**src/rtl/vend_session_ctrl.sv**
```systemverilog
// vend_session_ctrl: vending session sequencer.
// Credit, item select, dispense and change handshakes.
module vend_session_ctrl #(
  parameter int CREDIT_W   = 6,
  parameter int MAX_CREDIT = 40,
  parameter int PRICE0     = 10,
  parameter int PRICE1     = 15,
  parameter int PRICE2     = 17,
  parameter int PRICE3     = 20,
  parameter int IDLE_TMO   = 1000,
  parameter int DISP_TMO   = 50
) (
  input  logic                clk,
  input  logic                reset,
  input  logic                coin_valid,
  input  logic [3:0]          coin_value,
  output logic                coin_accept,
  output logic                coin_reject,
  input  logic                sel_valid,
  input  logic [1:0]          sel_item,
  output logic                sel_ready,
  input  logic                cancel,
  output logic                disp_req,
  output logic [1:0]          disp_item,
  input  logic                disp_done,
  output logic                chg_valid,
  output logic [CREDIT_W-1:0] chg_amount,
  input  logic                chg_ack,
  output logic [CREDIT_W-1:0] credit,
  output logic                err_funds,
  output logic                err_disp
);

  localparam int IW = (IDLE_TMO > 2) ? $clog2(IDLE_TMO) : 1;
  localparam int DW = (DISP_TMO > 2) ? $clog2(DISP_TMO) : 1;
  localparam logic [CREDIT_W:0] MAXC = (CREDIT_W+1)'(MAX_CREDIT);

  typedef enum logic [1:0] {
    S_IDLE, S_CREDIT, S_DISP, S_CHANGE
  } state_t;

  state_t              r_state, w_state;
  logic [CREDIT_W-1:0] r_credit, w_credit;
  logic [1:0]          r_item, w_item;
  logic [IW-1:0]       r_icnt, w_icnt;
  logic [DW-1:0]       r_dcnt, w_dcnt;
  logic                r_acc, w_acc, r_rej, w_rej;
  logic                r_ef, w_ef, r_ed, w_ed;
  logic                r_rdy, w_rdy, r_req, w_req;
  logic                r_chgv, w_chgv;
  logic [CREDIT_W-1:0] r_chga, w_chga;

  logic                w_coin, w_act, w_afford;
  logic [CREDIT_W-1:0] w_price, w_refund;
  logic [CREDIT_W:0]   w_sum, w_ref;

  function automatic logic [CREDIT_W-1:0] price_of(input logic [1:0] i);
    case (i)
      2'd0:    price_of = CREDIT_W'(PRICE0);
      2'd1:    price_of = CREDIT_W'(PRICE1);
      2'd2:    price_of = CREDIT_W'(PRICE2);
      default: price_of = CREDIT_W'(PRICE3);
    endcase
  endfunction

  // Shared arithmetic: coin sum, select price, saturated refund.
  always_comb begin
    w_coin   = coin_valid && (coin_value != 4'd0);
    w_act    = coin_valid || sel_valid || cancel;
    w_sum    = {1'b0, r_credit}
             + {{(CREDIT_W-3){1'b0}}, coin_value};
    w_price  = price_of(sel_item);
    w_afford = (r_credit >= w_price);
    w_ref    = {1'b0, r_credit} + {1'b0, price_of(r_item)};
    w_refund = (w_ref > MAXC) ? MAXC[CREDIT_W-1:0]
                              : w_ref[CREDIT_W-1:0];
  end

  // Next-state and next-output decode; outputs follow next state.
  always_comb begin
    w_state  = r_state;
    w_credit = r_credit;
    w_item   = r_item;
    w_icnt   = r_icnt;
    w_dcnt   = r_dcnt;
    w_acc    = 1'b0;
    w_rej    = 1'b0;
    w_ef     = 1'b0;
    w_ed     = 1'b0;
    unique case (r_state)
      S_IDLE, S_CREDIT: begin
        if (cancel && r_state == S_CREDIT) begin
          w_state = S_CHANGE;
          w_rej   = w_coin;
          w_icnt  = '0;
        end else if (sel_valid && w_afford) begin
          w_credit = r_credit - w_price;
          w_item   = sel_item;
          w_state  = S_DISP;
          w_dcnt   = '0;
          w_rej    = w_coin;
          w_icnt   = '0;
        end else begin
          w_ef = sel_valid;
          if (w_coin) begin
            if (w_sum <= MAXC) begin
              w_credit = w_sum[CREDIT_W-1:0];
              w_acc    = 1'b1;
              w_state  = S_CREDIT;
            end else begin
              w_rej = 1'b1;
            end
          end
          if (w_act) begin
            w_icnt = '0;
          end else if (r_state == S_CREDIT) begin
            if (r_icnt == IW'(IDLE_TMO-1)) begin
              w_state = S_CHANGE;
              w_icnt  = '0;
            end else begin
              w_icnt = r_icnt + 1'b1;
            end
          end
        end
      end
      S_DISP: begin
        w_rej = w_coin;
        if (disp_done) begin
          w_state = (r_credit != '0) ? S_CHANGE : S_IDLE;
        end else if (r_dcnt == DW'(DISP_TMO-1)) begin
          w_ed     = 1'b1;
          w_credit = w_refund;
          w_state  = S_CHANGE;
        end else begin
          w_dcnt = r_dcnt + 1'b1;
        end
      end
      S_CHANGE: begin
        w_rej = w_coin;
        if (chg_ack) begin
          w_credit = '0;
          w_state  = S_IDLE;
        end
      end
    endcase
    w_rdy  = (w_state == S_IDLE) || (w_state == S_CREDIT);
    w_req  = (w_state == S_DISP);
    w_chgv = (w_state == S_CHANGE);
    w_chga = w_chgv ? w_credit : '0;
  end

  // State, counters and registered outputs.
  always_ff @(posedge clk or posedge reset) begin
    if (reset) begin
      r_state  <= S_IDLE;
      r_credit <= '0;
      r_item   <= '0;
      r_icnt   <= '0;
      r_dcnt   <= '0;
      r_acc    <= 1'b0;
      r_rej    <= 1'b0;
      r_ef     <= 1'b0;
      r_ed     <= 1'b0;
      r_rdy    <= 1'b0;
      r_req    <= 1'b0;
      r_chgv   <= 1'b0;
      r_chga   <= '0;
    end else begin
      r_state  <= w_state;
      r_credit <= w_credit;
      r_item   <= w_item;
      r_icnt   <= w_icnt;
      r_dcnt   <= w_dcnt;
      r_acc    <= w_acc;
      r_rej    <= w_rej;
      r_ef     <= w_ef;
      r_ed     <= w_ed;
      r_rdy    <= w_rdy;
      r_req    <= w_req;
      r_chgv   <= w_chgv;
      r_chga   <= w_chga;
    end
  end

  assign coin_accept = r_acc;
  assign coin_reject = r_rej;
  assign sel_ready   = r_rdy;
  assign disp_req    = r_req;
  assign disp_item   = r_item;
  assign chg_valid   = r_chgv;
  assign chg_amount  = r_chga;
  assign credit      = r_credit;
  assign err_funds   = r_ef;
  assign err_disp    = r_ed;

endmodule

```
**config.mk**
```make
export PLATFORM = sky130hd
export DESIGN_NAME = vend_session_ctrl
export DESIGN_NICKNAME = d
export VERILOG_FILES = /design/src/rtl/vend_session_ctrl.sv
export SDC_FILE = /design/constraint.sdc
export NUM_CORES = 1
export LEC_CHECK = 0
export BUFFER_PORTS_ARGS = -buffer_cell sky130_fd_sc_hd__buf_4
export CORE_ASPECT_RATIO = 1.1
export CORE_MARGIN = 1.5
export CORE_UTILIZATION = 35
export CTS_BUF_LIST = sky130_fd_sc_hd__clkbuf_2
export DETAILED_ROUTE_END_ITERATION = 6
export PLACE_DENSITY = 0.6
export SYNTH_ARGS = -nofsm -noshare
export SYNTH_HDL_FRONTEND = slang
export SYNTH_SLANG_ARGS = --single-unit
```
**constraint.sdc**
```tcl
create_clock -name clk -period 3.6 [get_ports clk]
set_input_delay 0.18 -clock clk [delete_from_list [all_inputs] [get_ports clk]]
set_output_delay 0.18 -clock clk [all_outputs]
set_load 0.02 [all_outputs]
```
Word-level counts from Yosys, hierarchy flattened:

Index checks and enable logic that the tools add are counted.

* $lt $le $gt $ge: 3
* bitwise logic cells: 1
* add/subtract/negate cells: 5
* equal/unequal tests: 16
* muxes and demuxes: 50
* reduce and logical (&&, ||, !) cells: 19

Operators by type and width (number)
* $mux W6: 13
* $mux W10: 5
* $pmux W5 S3: 2
* $mux W2: 11
* $pmux W6 S3: 1
* $mux W1: 15
* $eq A2 B2 Y1 const B: 6
* $pmux W6 S2: 1
* $add A10 B1 Y10 const B: 1
* $eq A10 B10 Y1 const B: 1
* $eq A2 B1 Y1 const B: 4
* $logic_not A2 Y1: 4
* $ne A2 B2 Y1 const B: 4
* $reduce_bool A4 Y1: 2
* $add A6 B4 Y7: 1
* $add A6 B6 Y7: 1
* $gt A7 B6 Y1 const B: 1
* $le A7 B6 Y1 const B: 1
* $add A6 B1 Y6 const B: 1
* $eq A6 B6 Y1 const B: 1
* $ge A6 B6 Y1: 1
* $pmux W2 S3: 1
* $reduce_bool A6 Y1: 1
* $sub A6 B6 Y6: 1
* other kinds (9): 14

* flip-flop bits (word level): 39
* input port bits: 13

Logic depth before layout (Yosys ltp):

Gate-level depths: netlist of the first run.

* word-level depth: 12
* depth in mapped cells: 14
* depth with buffers taken out: 13

Worst setup path after synthesis of the first run:

Ideal clock, no wire load.

* kind: reg-to-reg
* start point: register r_credit[0], in the netlist credit[0]
* end point: register r_chga[4], in the netlist chg_amount[4]
* clock period less this slack: 3002 ps
* stages on the path, launching flop included: 11
* path slack: 598 ps
* data arrival time: 2878 ps
* buffers on the path: 1
* path through: dfrtp_1 ha_1 fa_1 nand3_1 nand2_2 or4_1 and3_1 buf_6 mux2_4 a221o_1 nor2b_4

* elaborated cells on any way between the ends: 28

RTL lines
* start, declared: RTL line 43 `logic [CREDIT_W-1:0] r_credit, w_credit;`
* start signal, assigned: RTL line 170 `r_credit <= w_credit;`
* $add A6 B4 Y7: RTL line 71 `+ {{(CREDIT_W-3){1'b0}}, coin_value};`
* $le A7 B6 Y1: RTL line 106 `if (w_sum <= MAXC) begin`
* $mux W6: RTL line 106
* $mux W6: RTL line 105 `if (w_coin) begin`
* $mux W6: RTL line 96 `end else if (sel_valid && w_afford) begin`
* $mux W6: RTL line 92 `if (cancel && r_state == S_CREDIT) begin`
* $pmux W6 S3 *: RTL line 90 `unique case (r_state)`
* net w_credit[4]: RTL line 43
* $mux W6 *: RTL line 149 `w_chga = w_chgv ? w_credit : '0;`
* net w_chga[4]: RTL line 51 `logic [CREDIT_W-1:0] r_chga, w_chga;`
* end signal, assigned: RTL line 181 `r_chga <= w_chga;`
* end, declared: RTL line 51

The timed path passes the listed nets; every way through them passes the cells marked *.
A chain may end at the register's enable or synchronous reset.

Worst setup path in the final report of the first run:

Same ends and word-level chain as after synthesis.

==> results of run 1 <==
-- what timing repair did --
item | CTS | global route
gates resized for setup | 0 | 0
hold buffers | 3 | 0
endpoints found under the hold margin | 41 | 0
-- worst register-to-register path, cell delays in order (launching register included) --
cell and delay [ns]:
dfrtp_1 0.50, ha_1 0.25, fa_1 0.42, nand3_1 0.15, nand2_2 0.11, or4_1 0.54
and3_1 0.31, mux2_4 0.34, a221o_1 0.37, nor2b_4 0.13
-- final timing paths --
path,start,to,cells after the start
max in group asynchronous,reset,err_funds,4
worst max-delay path,credit[0],chg_amount[4],9
worst max register to register,credit[0],chg_amount[4],9
worst min-delay path,sel_valid,err_funds,3
worst min register to register,r_dcnt[4],r_dcnt[4],1
min in group asynchronous,reset,chg_amount[5],4
-- through the flow --
| step | worst slack, ns | total power (W) | hold WS, ns | util (%) |
|---|---|---|---|---|
| 2_1_floorplan | 0.598 | 0.00201 | 0.297 | - |
| 3_3_place_gp | 0.460 | 0.00256 | 0.337 | 41.2 |
| 3_5_place_dp | 0.450 | 0.00257 | 0.339 | 41.2 |
| 4_1_cts | 0.409 | 0.00279 | 0.0496 | 42.2 |
| 5_1_grt | 0.155 | 0.00302 | 0.0611 | 42.2 |
| 6_report | 0.404 | 0.00279 | 0.0797 | 42.2 |
-- cells by family after synthesis --
| group | share of synthesized area [%] |
|---|---|
| muxes | 1.62 |
| and+or+nand+nor | 21.6 |
| AOI/OAI and AO/OA | 23.4 |
| DFF | 34.1 |
| xor gates and xnor gates | 3.06 |
| buffers and inverters | 4.07 |
| adders and majority gates | 12.2 |
-- state kept, by name, summed over array words and instances, names as in the netlist, 2 cells and up --
register	flops
r_icnt	10
credit	6
disp_item	2
chg_amount	6
r_dcnt	6
r_state	2
-- cell usage after synthesis (6+ instances only) --
cell,instances
nand2_1,28
inv_1,22
nor2_1,30
ha_1,23
and3_1,6
o21ai_0,21
a31oi_1,7
a21oi_1,17
or3_1,7
dfrtp_1,39
nand3_1,6
xor2_1,9
or2_2,6
a211oi_1,12
-- per-layer routing --
metal	wire, um	global-route usage, %
met5	0	0
met4	133	6.15
met3	289	2.54
met2	3750	31.1
met1	3280	22.4
-- power by group --
group / leakage, nW / switching (W) / internal [W] / total (W)
logic: 1.00 / 0.00110 / 0.000762 / 0.00186
clock network: 0.0256 / 0.000160 / 0.0000498 / 0.000209
registers: 0.520 / 0.000154 / 0.000560 / 0.000714
-- area by class of cell --
class / count / area share (%)
clock buffer: 5 / 0.749
sequential: 39 / 29.2
multi-input combinational: 253 / 52.9
timing repair buffer: 43 / 9.88
clock inverter: 3 / 0.711
tap: 108 / 4.04
inverter: 22 / 2.47
==> impl_metrics.json, run 1 <==
{
  "synth_top_area_share_pct": 34.1,
  "cts_buffer_depth": 2,
  "synth_area_per_cell_sq_um": 8.91,
  "die_w_um": 89.2,
  "seq_area_frac_synth_pct": 34.1,
  "multiInputGateArea_sq_um": 1770,
  "drcViolationCount": 0,
  "die_h_um": 97.8,
  "fin_skew_ns": 0.0259,
  "syn_nets": 360,
  "clkSinkCount": 39,
  "arrival_ns": 3.53,
  "worstPathCellList": "ha_1, fa_1, nand3_1, nand2_2, or4_1, and3_1, mux2_4, a221o_1, nor2b_4",
  "final_cell_mix": "40 x buf_4, 39 x dfrtp_1, 30 x nor2_1, 28 x nand2_1, 23 x ha_1",
  "grt_pass1_vias": 2631,
  "cpPeakStageDelay_ns": 0.54,
  "grt_max_degree": 40,
  "relSlewSlack_pct": 42.5,
  "end_kind": "flop",
  "globalRouteOverflowTotal": 0,
  "grt_usage_pct": 18.0,
  "clock_latency_ns": 0.40,
  "tightest_slew_ns": 0.862,
  "path_max_fanout": 9,
  "io-pin-count": 34,
  "rsz0062_at_grt": "no",
  "dp_hpwl_um": 5770,
  "fp.dieArea_sq_um": 8730,
  "routed_wl_um": 7460,
  "tns_ns": 0,
  "finalCriticalPeriod_ns": 3.20,
  "drtIter0Drc": 147,
  "placed_area_sq_um": 3260,
  "peakVddDrop_v": 0.000448,
  "synth_top_area_cell": "dfrtp_1",
  "htreeDepth": 2,
  "place_inst": 462,
  "design_area_sq_um": 3340,
  "async_flop_share_pct": 100,
  "post-route-period-util_pct": 88.8,
  "seq_area_sq_um": 976,
  "rows": 34,
  "synth-main-ff-cell": "dfrtp_1",
  "cp.buffers_inverters": 0,
  "synth_seq_cells": 39,
  "cts-buffers-inserted": 5,
  "critPathRequiredTime_ns": 3.93,
  "r2r_slack_ns": 0.40,
  "initial_core_util_pct": 36.2,
  "power_density_nw_per_um2": 833,
  "first_pass_iters": 7,
  "synth_cells": 321,
  "num_vias": 2593,
  "maxCapViolCount": 0,
  "synth_edf_count": 0,
  "nets": 403,
  "synth_area_sq_um": 2860,
  "diodes": 0,
  "cp_top_family": "simple AND/OR/NAND/NOR gates",
  "cp-start-kind": "flop",
  "area_growth_pct": 16.8,
  "post-cts-setup-buffers": 0,
  "clock.fmax_mhz": 313,
  "mostFrequentLayoutCell": "buf_4",
  "drive_gt1_share_pct": 18.6,
  "synth_warnings": 0,
  "antenna_found_initial": 0,
  "hold_class": "input pin to flop",
  "gp_congestion": 0.941,
  "setup_viol": 0,
  "ant_nets": 0,
  "status": "finished, final reports clean",
  "numPortBuffers": 33,
  "crit_path_top_delay_cell": "or4_1",
  "p_leak_nw": 1.55,
  "viasPerCell": 5.48,
  "ys_top_cells_by_area": "dfrtp_1 34%, ha_1 10%, nor2_1 3.9%",
  "stdcell_count": 473,
  "clock_tree.root_cell": "clkbuf_2",
  "clkTransAtPathRegs_ns": 0.24,
  "final-hold-violation-count": 0,
  "cts_tree": "built",
  "slew_violations": 0,
  "wl_per_cell_um": 15.8,
  "fillers": 831,
  "fp.coreArea_sq_um": 7910,
  "worstSetupPathType": "flop to flop",
  "grt_pass1_wl_um": 12400,
  "yosysUniqueCellTypes": 67
}
No activity file was read; power rests on OpenSTA's default activity.
==> run 2, diff against run 1 <==
- CORE_MARGIN: 1.5 -> not set
- PLACE_DENSITY: 0.6 -> 0.61
==> impl_metrics.json, run 2 (synthesis results as in run 1) <==
{
  "status": "finished, final reports clean",
  "reg2reg_depth": 11,
  "fin_skew_ns": 0.0189,
  "rows": 34,
  "fin_hold_ws_ns": 0.0143,
  "peakVddDrop_v": 0.000419,
  "postCtsHoldBufs": 1,
  "cpPeakStageDelay_ns": 1.03,
  "cp-start-kind": "flop",
  "fp.dieArea_sq_um": 8540,
  "grt_pass1_wl_um": 12400,
  "cts-buffers-inserted": 5,
  "hold_class": "input pin to flop",
  "worstSetupPathType": "flop to flop",
  "nets": 400,
  "final_cell_mix": "39 x dfrtp_1, 39 x buf_4, 30 x nor2_1, 28 x nand2_1, 23 x ha_1",
  "fillers": 849,
  "setup_viol": 0,
  "clkTransAtPathRegs_ns": 0.21,
  "end_kind": "flop",
  "maxCapViolCount": 0,
  "gp_congestion": 0.874,
  "regToRegEndpoint": "chg_amount[4]",
  "antenna_found_initial": 0,
  "viasPerCell": 5.50,
  "setup_ws_ns": 0.178,
  "clock.fmax_mhz": 292,
  "die_h_um": 96.8,
  "finalPower_w": 0.00281,
  "first_pass_iters": 5,
  "numPortBuffers": 33,
  "path_max_fanout": 18,
  "routed_wl_um": 7430,
  "area_growth_pct": 16.4,
  "diodes": 0,
  "pre_cts_ws_ns": 0.211,
  "stdcell_count": 470,
  "grt_max_degree": 40,
  "clock_tree.root_cell": "clkbuf_2",
  "p_leak_nw": 1.55,
  "worstPathCellList": "inv_1, ha_1, inv_1, fa_1, a21o_1, a31oi_1, a21boi_1, o211ai_1, a31o_2, a221o_1, nor2b_4",
  "tns_ns": 0,
  "wl_per_cell_um": 15.8,
  "num_vias": 2587,
  "htreeDepth": 2,
  "largest_reg_flops": 10,
  "clkSinkCount": 39,
  "grt_pass1_vias": 2521,
  "post-cts-setup-buffers": 0,
  "crit_path_top_delay_cell": "a21boi_1",
  "seq_area_sq_um": 976,
  "initial_core_util_pct": 36.2,
  "clock_latency_ns": 0.39,
  "tightest_slew_ns": 1.29,
  "fp.coreArea_sq_um": 7910,
  "cts-resized-gates": 0,
  "crit-reg2reg-launch": "credit[0]",
  "grt_usage_pct": 18.8,
  "relSlewSlack_pct": 13.6,
  "drive_gt1_share_pct": 18.2,
  "drtIter0Drc": 125,
  "ant_nets": 0,
  "r2r_slack_ns": 0.18,
  "place_inst": 461,
  "critPathRequiredTime_ns": 3.90,
  "top_register": "r_icnt",
  "final-hold-violation-count": 0,
  "min_to": "disp_item[0]",
  "slew_violations": 0,
  "cts_buffer_depth": 2,
  "finalCriticalPeriod_ns": 3.42,
  "power_density_nw_per_um2": 843,
  "cpMostUsedCell": "inv_1",
  "die_w_um": 88.2,
  "dp_hpwl_um": 5700,
  "hold_depth": 3,
  "drcViolationCount": 0,
  "arrival_ns": 3.73,
  "globalRouteOverflowTotal": 0,
  "cts_tree": "built",
  "io-pin-count": 34,
  "post-route-period-util_pct": 95.1,
  "rsz0062_at_grt": "no",
  "multiInputGateArea_sq_um": 1770,
  "min_from": "sel_item[0]"
}
[run 2: final cells by class]
cell class	instances	share of cell area (%)
Sequential cell	39	29.3
Inverter	22	2.48
Clock inverter	3	1.16
Timing Repair Buffer	40	9.09
Tap cell	108	4.06
Multi-Input combinational cell	253	53.1
Clock buffer	5	0.752
[run 2: routing by layer]
layer / up-vias / global-route usage, % / wire length, um
met4: 0 / 5.46 / 129
li1: 1271 / - / -
met5: - / 0 / 0
met2: 65 / 31.8 / 3700
met3: 11 / 2.99 / 330
met1: 1240 / 24.3 / 3270
[run 2: critical path: cells and delay by family, from the launching register on]
family                     cells  cell delay, ns
buffers and inverters          2            0.16
AOI/OAI and AO/OA              6            2.10
adders and majority gates      2            0.40
DFF                            1            0.53
and+or+nand+nor                1            0.13
[run 2: power breakdown]
group	switching (W)	internal (W)	total, W
Sequential	0.000156	0.000560	0.000716
Combinational	0.00108	0.000746	0.00182
Clock	0.000153	0.000114	0.000268
[run 2: worst max-delay path by stage]
stage / from / to / slack, ns / cells past startpoint
3_5_place_dp: sel_item[1] / chg_amount[4] / 0.21 / 14
3_3_place_gp: sel_item[1] / chg_amount[4] / 0.23 / 14
4_1_cts: credit[0] / chg_amount[4] / 0.27 / 11
2_1_floorplan: credit[0] / chg_amount[4] / 0.60 / 10
5_1_grt: credit[0] / chg_amount[4] / 0.01 / 11
6_report: credit[0] / chg_amount[4] / 0.18 / 11
[run 2: stage by stage]
stage	cell area, sq um	util [%]
floorplan	2860	-
global placement	3260	41.1
detailed placement	3260	41.1
CTS	3330	42.1
global route	3330	42.1
finish	3330	42.1
==> run 3, diff against run 2 <==
- clock period: 3.6 -> 3.3 ns (I/O delays scaled with it)
==> impl_metrics.json, run 3 (synthesis results as in run 1) <==
{
  "fp.dieArea_sq_um": 8540,
  "io-pin-count": 34,
  "tns_ns": 0,
  "design_area_sq_um": 3420,
  "largest_reg_flops": 10,
  "die_h_um": 96.8,
  "grt_max_degree": 21,
  "num_vias": 2608,
  "maxCapViolCount": 0,
  "clkSinkCount": 39,
  "r2r_slack_ns": 0.15,
  "hold_class": "input pin to flop",
  "pre_cts_ws_ns": 0.0707,
  "viasPerCell": 5.48,
  "area_growth_pct": 19.4,
  "final_cell_mix": "44 x buf_4, 38 x dfrtp_1, 29 x nor2_1, 27 x nand2_1, 23 x ha_1",
  "rows": 34,
  "numPortBuffers": 33,
  "htreeDepth": 2,
  "arrival_ns": 3.45,
  "cts_buffer_depth": 2,
  "finish.utilization_pct": 43.2,
  "top_register": "r_icnt",
  "grt_usage_pct": 18.7,
  "placed_area_sq_um": 3280,
  "clkTransAtPathRegs_ns": 0.23,
  "path_max_fanout": 8,
  "globalRouteOverflowTotal": 0,
  "finalCriticalPeriod_ns": 3.15,
  "clock_latency_ns": 0.41,
  "grt_pass1_vias": 2594,
  "wl_per_cell_um": 15.8,
  "end_kind": "flop",
  "post-route-period-util_pct": 95.4,
  "initial_core_util_pct": 36.2,
  "seq_area_sq_um": 977,
  "rsz0062_at_grt": "no",
  "cts-buffers-inserted": 5,
  "cts_tree": "built",
  "critPathRequiredTime_ns": 3.61,
  "p_leak_nw": 1.58,
  "clock_tree.root_cell": "clkbuf_2",
  "final-hold-violation-count": 0,
  "setup_ws_ns": 0.152,
  "antenna_found_initial": 0,
  "diodes": 0,
  "first_pass_iters": 4,
  "drtIter0Drc": 189,
  "fillers": 796,
  "peakVddDrop_v": 0.000524,
  "power_density_nw_per_um2": 937,
  "nets": 406,
  "setup_viol": 0,
  "slew_violations": 0,
  "clock.fmax_mhz": 318,
  "gp_congestion": 0.882,
  "fp.coreArea_sq_um": 7910,
  "drcViolationCount": 0,
  "routed_wl_um": 7540,
  "relSlewSlack_pct": 42.1,
  "mostFrequentLayoutCell": "buf_4",
  "die_w_um": 88.2,
  "drive_gt1_share_pct": 22.0,
  "dp_hpwl_um": 5800,
  "worstSetupPathType": "flop to flop",
  "ant_nets": 0,
  "cp-start-kind": "flop",
  "fin_skew_ns": 0.0201,
  "multiInputGateArea_sq_um": 1800,
  "status": "finished, final reports clean",
  "tightest_slew_ns": 0.868,
  "finalPower_w": 0.00320,
  "grt_pass1_wl_um": 12500
}
==> run 3: area by class of cell <==
class,instances,share of cell area [%]
well taps,108,3.95
flip-flops and latches,39,28.6
multi-input cells,253,52.8
repair buffers,46,10.3
inverters,22,2.42
clock buffers,5,0.732
clock inverters,3,1.28
==> run 3: power by group <==
group | total, W | internal [W] | switching, W
combinational | 0.00215 | 0.000874 | 0.00127
clock | 0.000308 | 0.000128 | 0.000180
sequential | 0.000744 | 0.000613 | 0.000132
==> run 3: final timing paths <==
path	from	to	depth (start not counted)
max reg2reg	credit[0]	chg_amount[0]	9
max in group asynchronous	reset	coin_reject	4
min	sel_item[1]	disp_item[1]	3
max	credit[0]	chg_amount[0]	9
min reg2reg	r_dcnt[4]	r_dcnt[4]	1
min in group asynchronous	reset	chg_amount[5]	3
==> run 3: critical path, stage by stage, from the launching register on <==
cell and delay, ns:
dfrtp_1 0.51, ha_1 0.25, fa_1 0.48, or2_2 0.31
o22ai_1 0.18, nor2_1 0.11, or3_1 0.46, and2_2 0.25
o31ai_1 0.34, a311oi_1 0.16
==> run 3: per-layer routing <==
metal	GRT usage [%]	up-vias	wire [um]	part of all wire, %
met2	31.8	60	3740	50
met3	2.82	13	231	3.1
li1	-	1277	-	-
met1	24.2	1258	3420	45
met4	5.46	0	151	2.0
met5	0	-	0	0
==> run 3: through the flow <==
step,hold WS [ns],cells
after detailed placement,0.369,464
after floorplan,0.282,321
after CTS,0.0195,474
final,0.0273,476
after global placement,0.371,464
after global routing,0.0325,476
==> run 3: timing repair <==
| action | in CTS | in global routing |
|---|---|---|
| setup buffers | 0 | 2 |
| hold buffers | 2 | 0 |
| gates resized for setup | 0 | 9 |
| setup endpoints to repair | 0 | 10 |
| endpoints found under the hold margin | 20 | 0 |
